==> config.mk <==
export PLATFORM = sky130hd
export DESIGN_NAME = rx_buffer_writer
export DESIGN_NICKNAME = d
export VERILOG_FILES = /design/src/rtl/rx_buffer_pkg.sv /design/src/rtl/rx_byte_packer.sv /design/src/rtl/rx_buffer_writer.sv
export SDC_FILE = /design/constraint.sdc
export NUM_CORES = 1
export LEC_CHECK = 0
export CAP_MARGIN = 20
export CELL_PAD_IN_SITES_DETAIL_PLACEMENT = 1
export CELL_PAD_IN_SITES_GLOBAL_PLACEMENT = 1
export CORE_MARGIN = 2
export CORE_UTILIZATION = 37
export DETAILED_ROUTE_END_ITERATION = 6
export PLACE_DENSITY = 0.85
export SETUP_SLACK_MARGIN = 0.15
export SKIP_LAST_GASP = 1
export SLEW_MARGIN = 10
export SYNTH_ARGS = -nofsm -noshare
export SYNTH_HDL_FRONTEND = slang
export SYNTH_SLANG_ARGS = --single-unit
==> constraint.sdc <==
create_clock -name clk_i -period 5.9 [get_ports clk_i]
set_input_delay 0.885 -clock clk_i [delete_from_list [all_inputs] [get_ports clk_i]]
set_output_delay 0.885 -clock clk_i [all_outputs]
set_load 0.05 [all_outputs]
==> src/rtl/rx_buffer_pkg.sv <==
// rtl/rx_buffer_pkg.sv - shared constants and FSM state type for the RX slot buffer writer
package rx_buffer_pkg;
    localparam int rx_buffer_els_gp = 2048;
    localparam int rx_size_width_gp = 16;

    typedef enum logic [1:0] {
        e_idle,
        e_recv,
        e_commit,
        e_drop
    } rx_writer_state_e;
endpackage

==> src/rtl/rx_byte_packer.sv <==
// rtl/rx_byte_packer.sv - packs bytes into lanes of a word; reports when the word is complete
module rx_byte_packer #(
    parameter int data_width_p = 64,
    localparam int lanes_lp = data_width_p / 8,
    localparam int lane_width_lp = $clog2(lanes_lp)
) (
    input  logic                     clk_i,
    input  logic                     reset_i,
    input  logic                     byte_v_i,
    input  logic [7:0]               byte_i,
    input  logic [lane_width_lp-1:0] lane_i,
    input  logic                     flush_i,
    input  logic                     clear_i,
    output logic [data_width_p-1:0]  word_o,
    output logic                     word_complete_o
);
    logic [data_width_p-1:0] pack_q, pack_d;
    logic [data_width_p-1:0] placed;

    always_comb begin
        placed          = data_width_p'(byte_i) << {lane_i, 3'b000};
        word_o          = pack_q | (byte_v_i ? placed : '0);
        word_complete_o = byte_v_i &
                          ((lane_i == lane_width_lp'(lanes_lp - 1)) | flush_i);
        // Clearing after every emitted word keeps unused lanes of a short final word at zero
        pack_d          = (clear_i | word_complete_o) ? '0 : word_o;
    end

    always_ff @(posedge clk_i or posedge reset_i) begin
        if (reset_i) begin
            pack_q <= '0;
        end else begin
            pack_q <= pack_d;
        end
    end
endmodule

==> src/rtl/rx_buffer_writer.sv <==
// rtl/rx_buffer_writer.sv - packs the MAC RX byte stream into slot words, sizes and commits good frames
module rx_buffer_writer
    import rx_buffer_pkg::*;
#(
    parameter int data_width_p = 64,
    parameter int els_p        = rx_buffer_els_gp,
    parameter int cnt_width_p  = 16,
    localparam int addr_width_lp = $clog2(els_p),
    localparam int bcnt_width_lp = $clog2(els_p) + 1,
    localparam int lanes_lp      = data_width_p / 8,
    localparam int lane_width_lp = $clog2(lanes_lp)
) (
    input  logic                        clk_i,
    input  logic                        reset_i,
    input  logic                        rx_v_i,
    input  logic [7:0]                  rx_data_i,
    input  logic                        rx_last_i,
    input  logic                        rx_error_i,
    output logic                        buf_write_v_o,
    output logic [addr_width_lp-1:0]    buf_write_addr_o,
    output logic [data_width_p-1:0]     buf_write_data_o,
    output logic                        buf_write_size_v_o,
    output logic [rx_size_width_gp-1:0] buf_write_size_o,
    output logic                        buf_slot_v_o,
    input  logic                        buf_slot_ready_and_i,
    output logic [cnt_width_p-1:0]      frames_ok_o,
    output logic [cnt_width_p-1:0]      frames_drop_o
);
    rx_writer_state_e state_q, state_d;
    logic [bcnt_width_lp-1:0]    byte_cnt_q, byte_cnt_d;
    logic                        wr_v_q, wr_v_d;
    logic [addr_width_lp-1:0]    wr_addr_q, wr_addr_d;
    logic [data_width_p-1:0]     wr_data_q, wr_data_d;
    logic                        size_v_q, size_v_d;
    logic [rx_size_width_gp-1:0] size_q, size_d;
    logic                        slot_v_q, slot_v_d;
    logic [cnt_width_p-1:0]      ok_q, ok_d;
    logic [cnt_width_p-1:0]      drop_q, drop_d;

    logic                        pk_v, pk_flush, pk_clear, pk_complete;
    logic [data_width_p-1:0]     pk_word;

    rx_byte_packer #(.data_width_p(data_width_p)) u_packer (
        .clk_i           (clk_i),
        .reset_i         (reset_i),
        .byte_v_i        (pk_v),
        .byte_i          (rx_data_i),
        .lane_i          (byte_cnt_q[lane_width_lp-1:0]),
        .flush_i         (pk_flush),
        .clear_i         (pk_clear),
        .word_o          (pk_word),
        .word_complete_o (pk_complete)
    );

    always_comb begin
        state_d    = state_q;
        byte_cnt_d = byte_cnt_q;
        wr_v_d     = 1'b0;
        wr_addr_d  = wr_addr_q;
        wr_data_d  = wr_data_q;
        size_v_d   = 1'b0;
        size_d     = size_q;
        slot_v_d   = 1'b0;
        ok_d       = ok_q;
        drop_d     = drop_q;
        pk_v       = 1'b0;
        pk_flush   = 1'b0;
        pk_clear   = 1'b0;

        case (state_q)
            e_idle, e_recv: begin
                // byte_cnt_q is always 0 in idle, so a frame's first byte shares the receive path
                if (rx_v_i && (state_q == e_recv || buf_slot_ready_and_i)) begin
                    if (rx_error_i || byte_cnt_q == bcnt_width_lp'(els_p)) begin
                        pk_clear   = 1'b1;
                        byte_cnt_d = '0;
                        if (rx_last_i) begin
                            drop_d  = drop_q + 1'b1;
                            state_d = e_idle;
                        end else begin
                            state_d = e_drop;
                        end
                    end else begin
                        pk_v     = 1'b1;
                        pk_flush = rx_last_i;
                        if (pk_complete) begin
                            wr_v_d    = 1'b1;
                            wr_addr_d = byte_cnt_q[addr_width_lp-1:0] &
                                        ~addr_width_lp'(lanes_lp - 1);
                            wr_data_d = pk_word;
                        end
                        if (rx_last_i) begin
                            size_v_d   = 1'b1;
                            size_d     = rx_size_width_gp'(byte_cnt_q) + 1'b1;
                            byte_cnt_d = '0;
                            state_d    = e_commit;
                        end else begin
                            byte_cnt_d = byte_cnt_q + 1'b1;
                            state_d    = e_recv;
                        end
                    end
                end else if (rx_v_i) begin
                    if (rx_last_i) begin
                        drop_d = drop_q + 1'b1;
                    end else begin
                        state_d = e_drop;
                    end
                end
            end
            e_commit: begin
                slot_v_d = 1'b1;
                ok_d     = ok_q + 1'b1;
                state_d  = e_idle;
                // A byte here breaks the interframe gap; that frame is discarded
                if (rx_v_i) begin
                    if (rx_last_i) begin
                        drop_d = drop_q + 1'b1;
                    end else begin
                        state_d = e_drop;
                    end
                end
            end
            e_drop: begin
                if (rx_v_i && rx_last_i) begin
                    drop_d  = drop_q + 1'b1;
                    state_d = e_idle;
                end
            end
            default: state_d = e_idle;
        endcase
    end

    always_ff @(posedge clk_i or posedge reset_i) begin
        if (reset_i) begin
            state_q    <= e_idle;
            byte_cnt_q <= '0;
            wr_v_q     <= 1'b0;
            wr_addr_q  <= '0;
            wr_data_q  <= '0;
            size_v_q   <= 1'b0;
            size_q     <= '0;
            slot_v_q   <= 1'b0;
            ok_q       <= '0;
            drop_q     <= '0;
        end else begin
            state_q    <= state_d;
            byte_cnt_q <= byte_cnt_d;
            wr_v_q     <= wr_v_d;
            wr_addr_q  <= wr_addr_d;
            wr_data_q  <= wr_data_d;
            size_v_q   <= size_v_d;
            size_q     <= size_d;
            slot_v_q   <= slot_v_d;
            ok_q       <= ok_d;
            drop_q     <= drop_d;
        end
    end

    assign buf_write_v_o      = wr_v_q;
    assign buf_write_addr_o   = wr_addr_q;
    assign buf_write_data_o   = wr_data_q;
    assign buf_write_size_v_o = size_v_q;
    assign buf_write_size_o   = size_q;
    assign buf_slot_v_o       = slot_v_q;
    assign frames_ok_o        = ok_q;
    assign frames_drop_o      = drop_q;
endmodule

Yosys cells after proc, flatten, opt, wreduce, memory -nomap -nowiden
Index checks and enable logic that the tools add are counted.

Register bits after elaboration: 201. Latch bits: 0. RAM bits: 0. ROM bits: 0. Bits of input ports: 14. Output and inout bits: 126. Word-level logic and storage cells: 78. Memories kept: 0.

Add/subtract/negate cells: 4. $mul: 0. Divide/modulo/power cells: 0. Order comparisons: 0. Equal/unequal tests: 9. Shift operators: 1. Muxes and demuxes: 37. Bitwise logic cells: 5. Reductions and logical operators: 11.

Operator list (count): $mux W64 (2); $mux W16 (5); $or A64 B64 Y64 (1); $shl A8 B6 Y64 (1); $pmux W16 S3 (1); $add A16 B1 Y16 const B (2); $mux W12 (2); $mux W1 (18); $mux W2 (8); $add A12 B1 Y13 const B (1); $add A12 B1 Y12 const B (1); $eq A12 B12 Y1 const B (1); $ne A3 B3 Y1 const B (3); $reduce_and A4 Y1 (2); $pmux W2 S3 (1); $eq A2 B2 Y1 const B (2); $reduce_and A2 Y1 (2); $eq A3 B3 Y1 const B (1); $reduce_and A3 Y1 (1); $eq A2 B1 Y1 const B (1); $logic_and A1 B1 Y1 (2); $logic_not A2 Y1 (1); $logic_or A1 B1 Y1 (2); $ne A2 B2 Y1 const B (1); other kinds (4) (5).

Depth between registers and ports, before layout
Gate-level depths: netlist of the first run.

Word-level depth: 11. Gate-level depth with buffers: 13. Gate-level depth less buffers: 10.

Cells and area by module
A second synthesis of the first run with hierarchy kept.

Cell total of the unflattened synthesis: 655. Area, all modules: 8524.4 um^2.

By module, submodules not included: rx_buffer_writer (instances 1, cells each 431, area an instance 5761.8 um^2, seq. area each 3353.2 um^2); rx_byte_packer (instances 1, cells each 224, area an instance 2762.6 um^2, seq. area each 1601.5 um^2).

Least setup slack after synthesis of the first run
No wires, ideal clock.

Kind: input port to flip-flop. Start point: in rx_v_i. End point: reg wr_data_q[10], in the netlist buf_write_data_o[10]. Setup time: 0.126 ns. Arrival time: 2.336 ns. Required time: 5.774 ns. Slack: 3.438 ns. Cell stages on the path: 9. Path through: inv_1 -> or3_1 -> buf_2 -> or3_1 -> buf_4 -> clkinv_2 -> buf_6 -> buf_4 -> a21oi_1.

Cells in the longest elaborated chain, start to end: 6. Elaborated cells between the ends (all ways): 10. Classes of those cells: 5 x mux; 3 x bitwise; 2 x reduce/logical.

Ends and longest elaborated chain: from (decl) (RTL line rx_buffer_writer.sv:15) `input logic rx_v_i,`; $logic_and A1 B1 Y1 * (RTL line rx_buffer_writer.sv:73) `if (rx_v_i && (state_q == e_recv || buf_slot_ready_and_i)) begin`; $mux W1 (RTL line rx_buffer_writer.sv:73); $mux W1 (RTL line rx_buffer_writer.sv:70) `case (state_q)`; $or A1 B1 Y1 (RTL line rx_byte_packer.sv:24) `((lane_i == lane_width_lp'(lanes_lp - 1)) | flush_i);`; $and A1 B1 Y1 (RTL line rx_byte_packer.sv:23) `word_complete_o = byte_v_i &`; $reduce_and A4 Y1 (no source line); to (signal assigned) (RTL line rx_buffer_writer.sv:150) `wr_data_q <= wr_data_d;`; to (decl) (RTL line rx_buffer_writer.sv:33) `logic [data_width_p-1:0] wr_data_q, wr_data_d;`.

Every way passes the cells marked *; elsewhere a longest branch is shown, timed or not. A chain may end at the register's enable or synchronous reset.

Worst setup path after layout of the first run
Start point: reg byte_cnt_q[0]. End point: reg wr_data_q[38], in the netlist buf_write_data_o[38].

Cells in the longest elaborated chain, start to end: 8. Elaborated cells between the ends (all ways): 16. Classes of those cells: 2 x eq/ne; 1 x shift; 7 x mux; 4 x bitwise; 2 x reduce/logical.

Ends and longest elaborated chain: from (decl) (RTL line rx_buffer_writer.sv:30) `logic [bcnt_width_lp-1:0] byte_cnt_q, byte_cnt_d;`; from (signal assigned) (RTL line rx_buffer_writer.sv:147) `byte_cnt_q <= byte_cnt_d;`; $eq A12 B12 Y1 (RTL line rx_buffer_writer.sv:74) `if (rx_error_i || byte_cnt_q == bcnt_width_lp'(els_p)) begin`; $logic_or A1 B1 Y1 (RTL line rx_buffer_writer.sv:74); $mux W1 (RTL line rx_buffer_writer.sv:74); $mux W1 (RTL line rx_buffer_writer.sv:73); $mux W1 (RTL line rx_buffer_writer.sv:70); $or A1 B1 Y1 (RTL line rx_byte_packer.sv:24); $and A1 B1 Y1 (RTL line rx_byte_packer.sv:23); $reduce_and A4 Y1 (no source line).

Parallel ways exist; a longest one is shown, timed or not.

==> results of run 1 <==
[Yosys cell counts (all sizes together) (5+ instances only)]
cell / count / area [sq um]
inv: 6 / 22.5
nor2b: 11 / 68.8
nand4: 11 / 68.8
a21oi: 77 / 389
xor2: 13 / 114
nand3: 13 / 65.1
ha: 6 / 75.1
clkbuf: 24 / 92.6
a31oi: 33 / 206
nand2: 99 / 372
dfrtp: 198 / 4950
buf: 22 / 169
nor3: 7 / 35.0
o21ai: 52 / 260
and3: 5 / 31.3
mux2: 6 / 67.6
and4: 7 / 61.3
nor2: 104 / 390
xnor2: 25 / 219
[worst max-delay path: cells and delay by family, from the launching register on]
kind | cells | cell delay (ps)
adder cells (fa/ha/maj) | 2 | 540
AND/OR/NAND/NOR | 4 | 900
AO/OA/AOI/OAI | 2 | 530
flip-flops | 1 | 890
buffers and inverters | 2 | 560
[sequential cells by signal (all words and copies together) (netlist names), named ones only]
name                cells
buf_write_data_o       64
u_packer.pack_q        64
frames_ok_o            16
frames_drop_o          15
buf_write_size_o       13
byte_cnt_q             12
buf_write_addr_o        8
state_q                 2
buf_slot_v_o            1
buf_write_size_v_o      1
buf_write_v_o           1
[power groups by stage]
stage	sequential (mW)	clock, mW	combinational, mW
floorplan	2.08	0	0.264
global placement	1.68	0	1.02
detailed placement	1.68	0	1.04
CTS	1.66	1.18	1.05
global route	1.68	1.24	1.10
finish	1.66	1.15	1.03
[per-stage QoR]
| step | area (sq um) | cells |
|---|---|---|
| 6_report | 9970 | 1152 |
| 5_1_grt | 9970 | 1152 |
| 4_1_cts | 9970 | 1152 |
| 3_5_place_dp | 9380 | 1120 |
| 3_3_place_gp | 9380 | 1120 |
| 2_1_floorplan | 7930 | 755 |
[cell families (layout without fill, tap and decap cells)]
| logic type | Yosys count | after routing | synth area share |
|---|---|---|---|
| fa+ha+maj | 6 | 6 | 0.00950 |
| xor+xnor | 38 | 38 | 0.0421 |
| compound gates | 173 | 173 | 0.120 |
| buf+inv | 53 | 175 | 0.0366 |
| simple gates | 275 | 275 | 0.155 |
| other cells | 1 | 6 | 0.000474 |
| mux | 6 | 6 | 0.00855 |
| flops | 198 | 198 | 0.627 |
[area by class of cell]
type	count	area (sq um)	share of cell area
Inverter	7	31.3	0.00314
Clock buffer	19	453	0.0454
Tap cell	275	344	0.0345
Timing Repair Buffer	136	1370	0.137
Clock inverter	13	130	0.0131
Sequential cell	198	4950	0.497
Multi-Input combinational cell	504	2690	0.270
[routing by layer]
layer | vias up | GRT usage
li1 | 2777 | -
met1 | 3023 | 0.251
met2 | 144 | 0.329
met3 | 21 | 0.0555
met4 | 0 | 0.0495
met5 | - | 0
[worst paths after layout]
| path | from | cells past startpoint | endpoint | slack [ps] |
|---|---|---|---|---|
| setup / recovery | byte_cnt_q[0]$_DFFE_PP0P_ | 10 | buf_write_data_o[38]$_DFFE_PP0P_ | 2230 |
| hold / removal | frames_drop_o[15]$_DFFE_PP0P_ | 1 | frames_drop_o[15]$_DFFE_PP0P_ | 470 |
| setup reg to reg | byte_cnt_q[0]$_DFFE_PP0P_ | 10 | buf_write_data_o[38]$_DFFE_PP0P_ | 2230 |
| hold reg to reg | frames_drop_o[15]$_DFFE_PP0P_ | 1 | frames_drop_o[15]$_DFFE_PP0P_ | 470 |
| max in group asynchronous | reset_i | 3 | buf_write_addr_o[6]$_DFFE_PP0P_ | 3920 |
| min in group asynchronous | reset_i | 3 | buf_write_size_v_o$_DFF_PP0_ | 1000 |
==> impl_metrics.toml, run 1 <==
[pwr]
p_clk_frac = 0.300
p_leak_nw = 4.39
p_comb_frac = 0.268
power_switching_mw = 1.42
netSwitchingFraction = 0.369
peakVddDrop_v = 0.000195
power.density_nw_per_um2 = 386
power_mw = 3.84
sequentialPowerShare = 0.431
p_int_mw = 2.43

[clock_network]
clock-sinks = 198
path_clk_slew_ps = 80
holdBufCountCts = 0
ctsHtreeMaxLevel = 4
numCtsBuffers = 17
cts-root-buf = "clkbuf_16"
cts_tree = "yes"
clockBufferDepth = 2
clkLatencyLatePin_ps = 440
cts-resized-gates = 0
post_cts_buffers = 0

[grt]
grt_max_degree = 199
grt_pass1_vias = 6350
grt_use_total = 0.196
grt_pass1_wl_mm = 34.3
gr-total-overflow = 0
antenna_found_initial = 0

[floorplanning]
dieArea_sq_um = 22500
start_util = 0.376
rows = 53
die_w_um = 150
core_region_area_sq_um = 21000
die_y_um = 150
ios = 140

[detailed_routing]
drtPass1Iterations = 4
route.met3.wl_mm = 1.13
drtIter0Drc = 282
routed.top_layer = "met4"
antenna_left = 0
wl_met2_mm = 10.6
vias = 5965
drt-vias-per-instance = 5.18
drc = 0
m1WireLength_mm = 9.28
wl_per_cell_um = 18.4
wl_mm = 21.2

[cells_and_area]
drive_gt1_frac = 0.0559
syn_to_final_growth_pct = 26.1
n_antenna_cell = 0
layout_commonest_cell = "dfrtp_1"
nNetsFinal = 884
fillers = 2286
utilization = 0.474
final_cell_mix = "dfrtp_1 (198), clkdlybuf4s50_1 (133), nor2_1 (104)"

[setup_path]
start_kind = "flop"
slowest_stage = "dfrtp_1"
path_max_fanout = 88
slowest_delay_ps = 890
arrival_ps = 3950
critPathCaptureType = "flop"
worstPathRequired_ps = 6180
crit_top_cell = "ha_1"
crit_chain = "inv_1, ha_1, nor4b_1, a31oi_1, ha_1, nor2_1, or3_2, buf_4, nand2_1, o21ai_0"
path_class = "reg -> reg"

[timing]
rsz0062_at_grt = "no"
worst_slew_pin_slew_ps = 1200
period_minus_slack_ps = 3670
holdWs_ps = 468
period_share = 0.622
setup_viol_count_final = 0
final.setup.tns_ps = 0
slew_headroom = 0.199
fin_ws_ps = 2230
report.final.slew_viol_count = 0
fmax_ghz = 0.273
skew_ps = 10.7
hold_viol_final = 0

[synth]
synth_area_sq_um = 7900
yosysUniqueCellTypes = 43
ys.warnings.count = 0
synth_edf_count = 0
synthCells = 750
synth_area_per_cell_sq_um = 10.5
ys.flop_type = "dfrtp_1"
async_flop_share = 1.00
yosys_register_bits = 198
synth_seq_area_share = 0.627

[placed_design]
dp_slack_ps = 2270
gp_congestion = 0.775
place_hpwl_mm = 14.1
io_buffer_count = 133

[job]
maxCapViolCount = 0

[run_status]
outcome = "finished clean"

[min_path]
worstHoldPathType = "reg -> reg"
Power figures use the tool's default switching activity.
==> run 2: changes to the inputs <==
Settings changed: CORE_UTILIZATION 37 to 41, PLACE_DENSITY 0.85 to 0.89.
Clock period 5.9 ns to 3.6 ns, I/O delays scaled along.
==> impl_metrics.toml, run 2 (synthesized netlist as in run 1, its figures left out) <==
[run_status]
outcome = "finished clean"

[detailed_routing]
drc = 0
drtIter0Drc = 328
drtPass1Iterations = 4
wl_mm = 22.2
antenna_left = 0
drt-vias-per-instance = 5.29
vias = 6105
wl_per_cell_um = 19.2

[setup_path]
path_class = "reg -> reg"
worstPathRequired_ps = 3930
arrival_ps = 3540
start_kind = "flop"
reg2reg_slack_ps = 390
timing.rr.end = "buf_write_data_o[19]$_DFFE_PP0P_"
critPathLaunch = "byte_cnt_q[6]$_DFFE_PP0P_"
path_max_fanout = 35
rr_worst_depth = 9
rr_startpoint = "byte_cnt_q[6]$_DFFE_PP0P_"
critPathCaptureType = "flop"
critPathCapture = "buf_write_data_o[19]$_DFFE_PP0P_"

[timing]
hold_viol_final = 0
slew_headroom = 0.434
setup_viol_count_final = 0
skew_ps = 14.5
final.setup.tns_ps = 0
worst_slew_pin_slew_ps = 847
fin_ws_ps = 395
fmax_ghz = 0.312
period_share = 0.890
period_minus_slack_ps = 3210
rsz0062_at_grt = "no"
report.final.slew_viol_count = 0
holdWs_ps = 466

[clock_network]
cts-root-buf = "clkbuf_16"
holdBufCountCts = 0
cts-resized-gates = 0
numCtsBuffers = 17
path_clk_slew_ps = 80
cts_tree = "yes"
clockBufferDepth = 2
clkLatencyLatePin_ps = 450
post_cts_buffers = 0
ctsHtreeMaxLevel = 4
clock-sinks = 198

[placed_design]
dp_slack_ps = 391
postPlaceCellArea_sq_um = 9540
io_buffer_count = 133
gp_congestion = 0.827
dp_cells = 1122
place_hpwl_mm = 15.3

[floorplanning]
rows = 50
dieArea_sq_um = 20400
die_w_um = 143
ios = 140
core_region_area_sq_um = 18800
start_util = 0.420
die_y_um = 143

[grt]
met2_usage = 0.399
grt_use_total = 0.228
grt_use_met3 = 0.0550
use_met1 = 0.278
grt_pass1_vias = 6623
antenna_found_initial = 0
grt_max_degree = 89
grt_busiest_layer = "met2"
grt_pass1_wl_mm = 35.6
gr-total-overflow = 0

[pwr]
peakVddDrop_v = 0.000367
p_leak_nw = 4.50
power.density_nw_per_um2 = 631

[cells_and_area]
syn_to_final_growth_pct = 28.4
final_cells = 1154
drive_gt1_frac = 0.0727
final_cell_mix = "dfrtp_1 (198), clkdlybuf4s50_1 (133), nor2_1 (104)"
n_antenna_cell = 0
layout_commonest_cell = "dfrtp_1"
fillers = 2048
nNetsFinal = 901
design_area_sq_um = 10100

[min_path]
worstHoldPathType = "reg -> reg"

[job]
maxCapViolCount = 0
==> run 2: how the worst min path moves through the flow <==
stage                             startpoint                       endpoint  slack (ps)  cells after the start
2_1_floorplan  u_packer.pack_q[50]$_DFF_PP0_  u_packer.pack_q[50]$_DFF_PP0_         450                      2
3_3_place_gp   u_packer.pack_q[58]$_DFF_PP0_  u_packer.pack_q[58]$_DFF_PP0_         460                      2
3_5_place_dp     frames_ok_o[15]$_DFFE_PP0P_    frames_ok_o[15]$_DFFE_PP0P_         460                      1
4_1_cts          frames_ok_o[15]$_DFFE_PP0P_    frames_ok_o[15]$_DFFE_PP0P_         470                      1
5_1_grt          frames_ok_o[15]$_DFFE_PP0P_    frames_ok_o[15]$_DFFE_PP0P_         510                      1
6_report         frames_ok_o[15]$_DFFE_PP0P_    frames_ok_o[15]$_DFFE_PP0P_         470                      1
==> run 2: worst max-delay path, cell delays in order, from the launching register on <==
cell,delay [ps]
dfrtp_1,500
nor4_1,670
a31oi_1,360
ha_1,310
nor2_1,220
or3_2,210
clkinv_2,320
buf_12,310
nor2_1,120
a21oi_1,60
==> run 2: metrics by stage <==
step | power, mW | utilization
floorplan | 3.84 | -
global placement | 4.45 | 0.507
detailed placement | 4.52 | 0.507
CTS | 6.45 | 0.539
global route | 6.66 | 0.539
finish | 6.40 | 0.539
==> run 2: per-layer routing <==
metal	wire length, um	share of wire
met5	0	0
met4	425	0.019
met3	1260	0.057
met2	11300	0.51
met1	9200	0.42
==> run 2: area by class of cell <==
| cell class | instances | area (sq um) | share of cell area |
|---|---|---|---|
| Tap cell | 260 | 325 | 0.0321 |
| Sequential cell | 198 | 4950 | 0.488 |
| Inverter | 7 | 31.3 | 0.00308 |
| Multi-Input combinational cell | 504 | 2690 | 0.265 |
| Timing Repair Buffer | 153 | 1540 | 0.152 |
| Clock inverter | 14 | 175 | 0.0173 |
| Clock buffer | 18 | 429 | 0.0423 |
==> run 2: report_power, final <==
group | internal [mW] | switching, mW
Combinational | 0.552 | 1.21
Sequential | 2.49 | 0.216
Clock | 0.949 | 0.984
Total | 3.99 | 2.41
==> run 3: changes to the inputs <==
Settings changed: CORE_MARGIN 2 to 1, CTS_CLUSTER_DIAMETER from default to 80.
==> impl_metrics.toml, run 3 (synthesized netlist as in run 1, its figures left out) <==
[cells_and_area]
fillers = 2031
layout_commonest_cell = "dfrtp_1"
n_antenna_cell = 0
syn_to_final_growth_pct = 28.1
final_cells = 1154
drive_gt1_frac = 0.0727
nNetsFinal = 901
final_cell_mix = "dfrtp_1 (198), clkdlybuf4s50_1 (133), nor2_1 (104)"
utilization = 0.538

[detailed_routing]
drtIter0Drc = 462
wl_per_cell_um = 19.3
antenna_left = 0
drtPass1Iterations = 4
vias = 6215
drt-vias-per-instance = 5.39
drc = 0
wl_mm = 22.2

[placed_design]
place_hpwl_mm = 15.1
io_buffer_count = 133
dp_cells = 1122
gp_congestion = 0.796

[clock_network]
ctsHtreeMaxLevel = 4
cts-resized-gates = 0
path_clk_slew_ps = 80
clock-sinks = 198
holdBufCountCts = 0
numCtsBuffers = 17
clockBufferDepth = 2
post_cts_buffers = 0
cts-root-buf = "clkbuf_16"
cts_tree = "yes"
clkLatencyLatePin_ps = 440

[timing]
report.final.slew_viol_count = 0
final.setup.tns_ps = 0
period_share = 0.883
setup_viol_count_final = 0
worst_slew_pin_slew_ps = 940
skew_ps = 12.7
rsz0062_at_grt = "no"
holdWs_ps = 480
fmax_ghz = 0.314
slew_headroom = 0.372
hold_viol_final = 0
period_minus_slack_ps = 3180

[setup_path]
crit_chain = "inv_1, ha_1, nor4b_1, a31oi_1, ha_1, nor2_1, or3_2, buf_4, o21ai_0"
path_class = "reg -> reg"
slowest_delay_ps = 550
path_max_fanout = 62
reg2reg_slack_ps = 420
start_kind = "flop"
path_buf_inv = 2
rr_worst_depth = 9
critPathLaunch = "byte_cnt_q[0]$_DFFE_PP0P_"
arrival_ps = 3460
cpLargestDelayFamily = "simple AND/OR/NAND/NOR gates"
rr_startpoint = "byte_cnt_q[0]$_DFFE_PP0P_"
critPathCapture = "buf_write_data_o[52]$_DFFE_PP0P_"
worstPathRequired_ps = 3880
crit_cells = 9
crit_top_cell = "ha_1"
critPathCaptureType = "flop"
timing.rr.end = "buf_write_data_o[52]$_DFFE_PP0P_"
slowest_stage = "nor4b_1"

[pwr]
p_leak_nw = 4.49
peakVddDrop_v = 0.000393
power.density_nw_per_um2 = 634
power_mw = 6.42
netSwitchingFraction = 0.363
p_int_mw = 4.09
sequentialPowerShare = 0.421
p_clk_frac = 0.304
power_switching_mw = 2.33
p_comb_frac = 0.276

[run_status]
outcome = "finished clean"

[floorplanning]
dieArea_sq_um = 19800
ios = 140
die_w_um = 141
die_y_um = 141
start_util = 0.420
core_region_area_sq_um = 18800
rows = 50

[grt]
gr-total-overflow = 0
grt_pass1_vias = 6634
grt_max_degree = 69
grt_use_total = 0.238
grt_pass1_wl_mm = 36.1
antenna_found_initial = 0

[min_path]
worstHoldPathType = "reg -> reg"
hold_depth = 2

[job]
maxCapViolCount = 0
## run 3: worst min path at each step
stage                                                start                          endpoint  slack [ps]
after CTS                 buf_write_size_o[11]$_DFFE_PP0P_  buf_write_size_o[11]$_DFFE_PP0P_         490
final                      buf_write_addr_o[9]$_DFFE_PP0P_   buf_write_addr_o[9]$_DFFE_PP0P_         480
after global placement         frames_ok_o[15]$_DFFE_PP0P_       frames_ok_o[15]$_DFFE_PP0P_         460
after floorplan              u_packer.pack_q[50]$_DFF_PP0_     u_packer.pack_q[50]$_DFF_PP0_         450
after global routing      buf_write_size_o[11]$_DFFE_PP0P_  buf_write_size_o[11]$_DFFE_PP0P_         500
after detailed placement   buf_write_addr_o[9]$_DFFE_PP0P_   buf_write_addr_o[9]$_DFFE_PP0P_         470
## run 3: cell type report
cell class                      count  area (sq um)  area share
Sequential cell                   198          4950       0.489
Multi-Input combinational cell    504          2690       0.265
Timing Repair Buffer              153          1530       0.151
Clock buffer                       18           429      0.0424
Tap cell                          260           325      0.0321
Clock inverter                     14           165      0.0163
Inverter                            7          31.3     0.00309
## run 3: power groups by stage
stage / clock, mW / sequential, mW / combinational, mW
final: 1.95 / 2.70 / 1.77
after CTS: 1.97 / 2.70 / 1.79
after global placement: 0 / 2.72 / 1.72
after detailed placement: 0 / 2.74 / 1.78
after global routing: 2.06 / 2.73 / 1.88
after floorplan: 0 / 3.41 / 0.432
## run 3: per-stage QoR
step / area, sq um / setup WS, ps
after floorplan: 7930 / 500
after global placement: 9530 / 674
after detailed placement: 9530 / 478
after CTS: 10100 / 433
after global routing: 10100 / 224
final: 10100 / 420
## run 3: tightest hold or removal path, stage by stage, from the launching register on
cell	delay, ps
dfrtp_1	340
nand2_1	50
nand2_1	60
## run 3: layer usage
layer  up-vias  share of wire  GRT usage
li1       2812              -          -
met1      3180           0.42      0.298
met2       195           0.51      0.408
met3        28          0.054     0.0550
met4         0          0.014     0.0738
met5         -              0          0
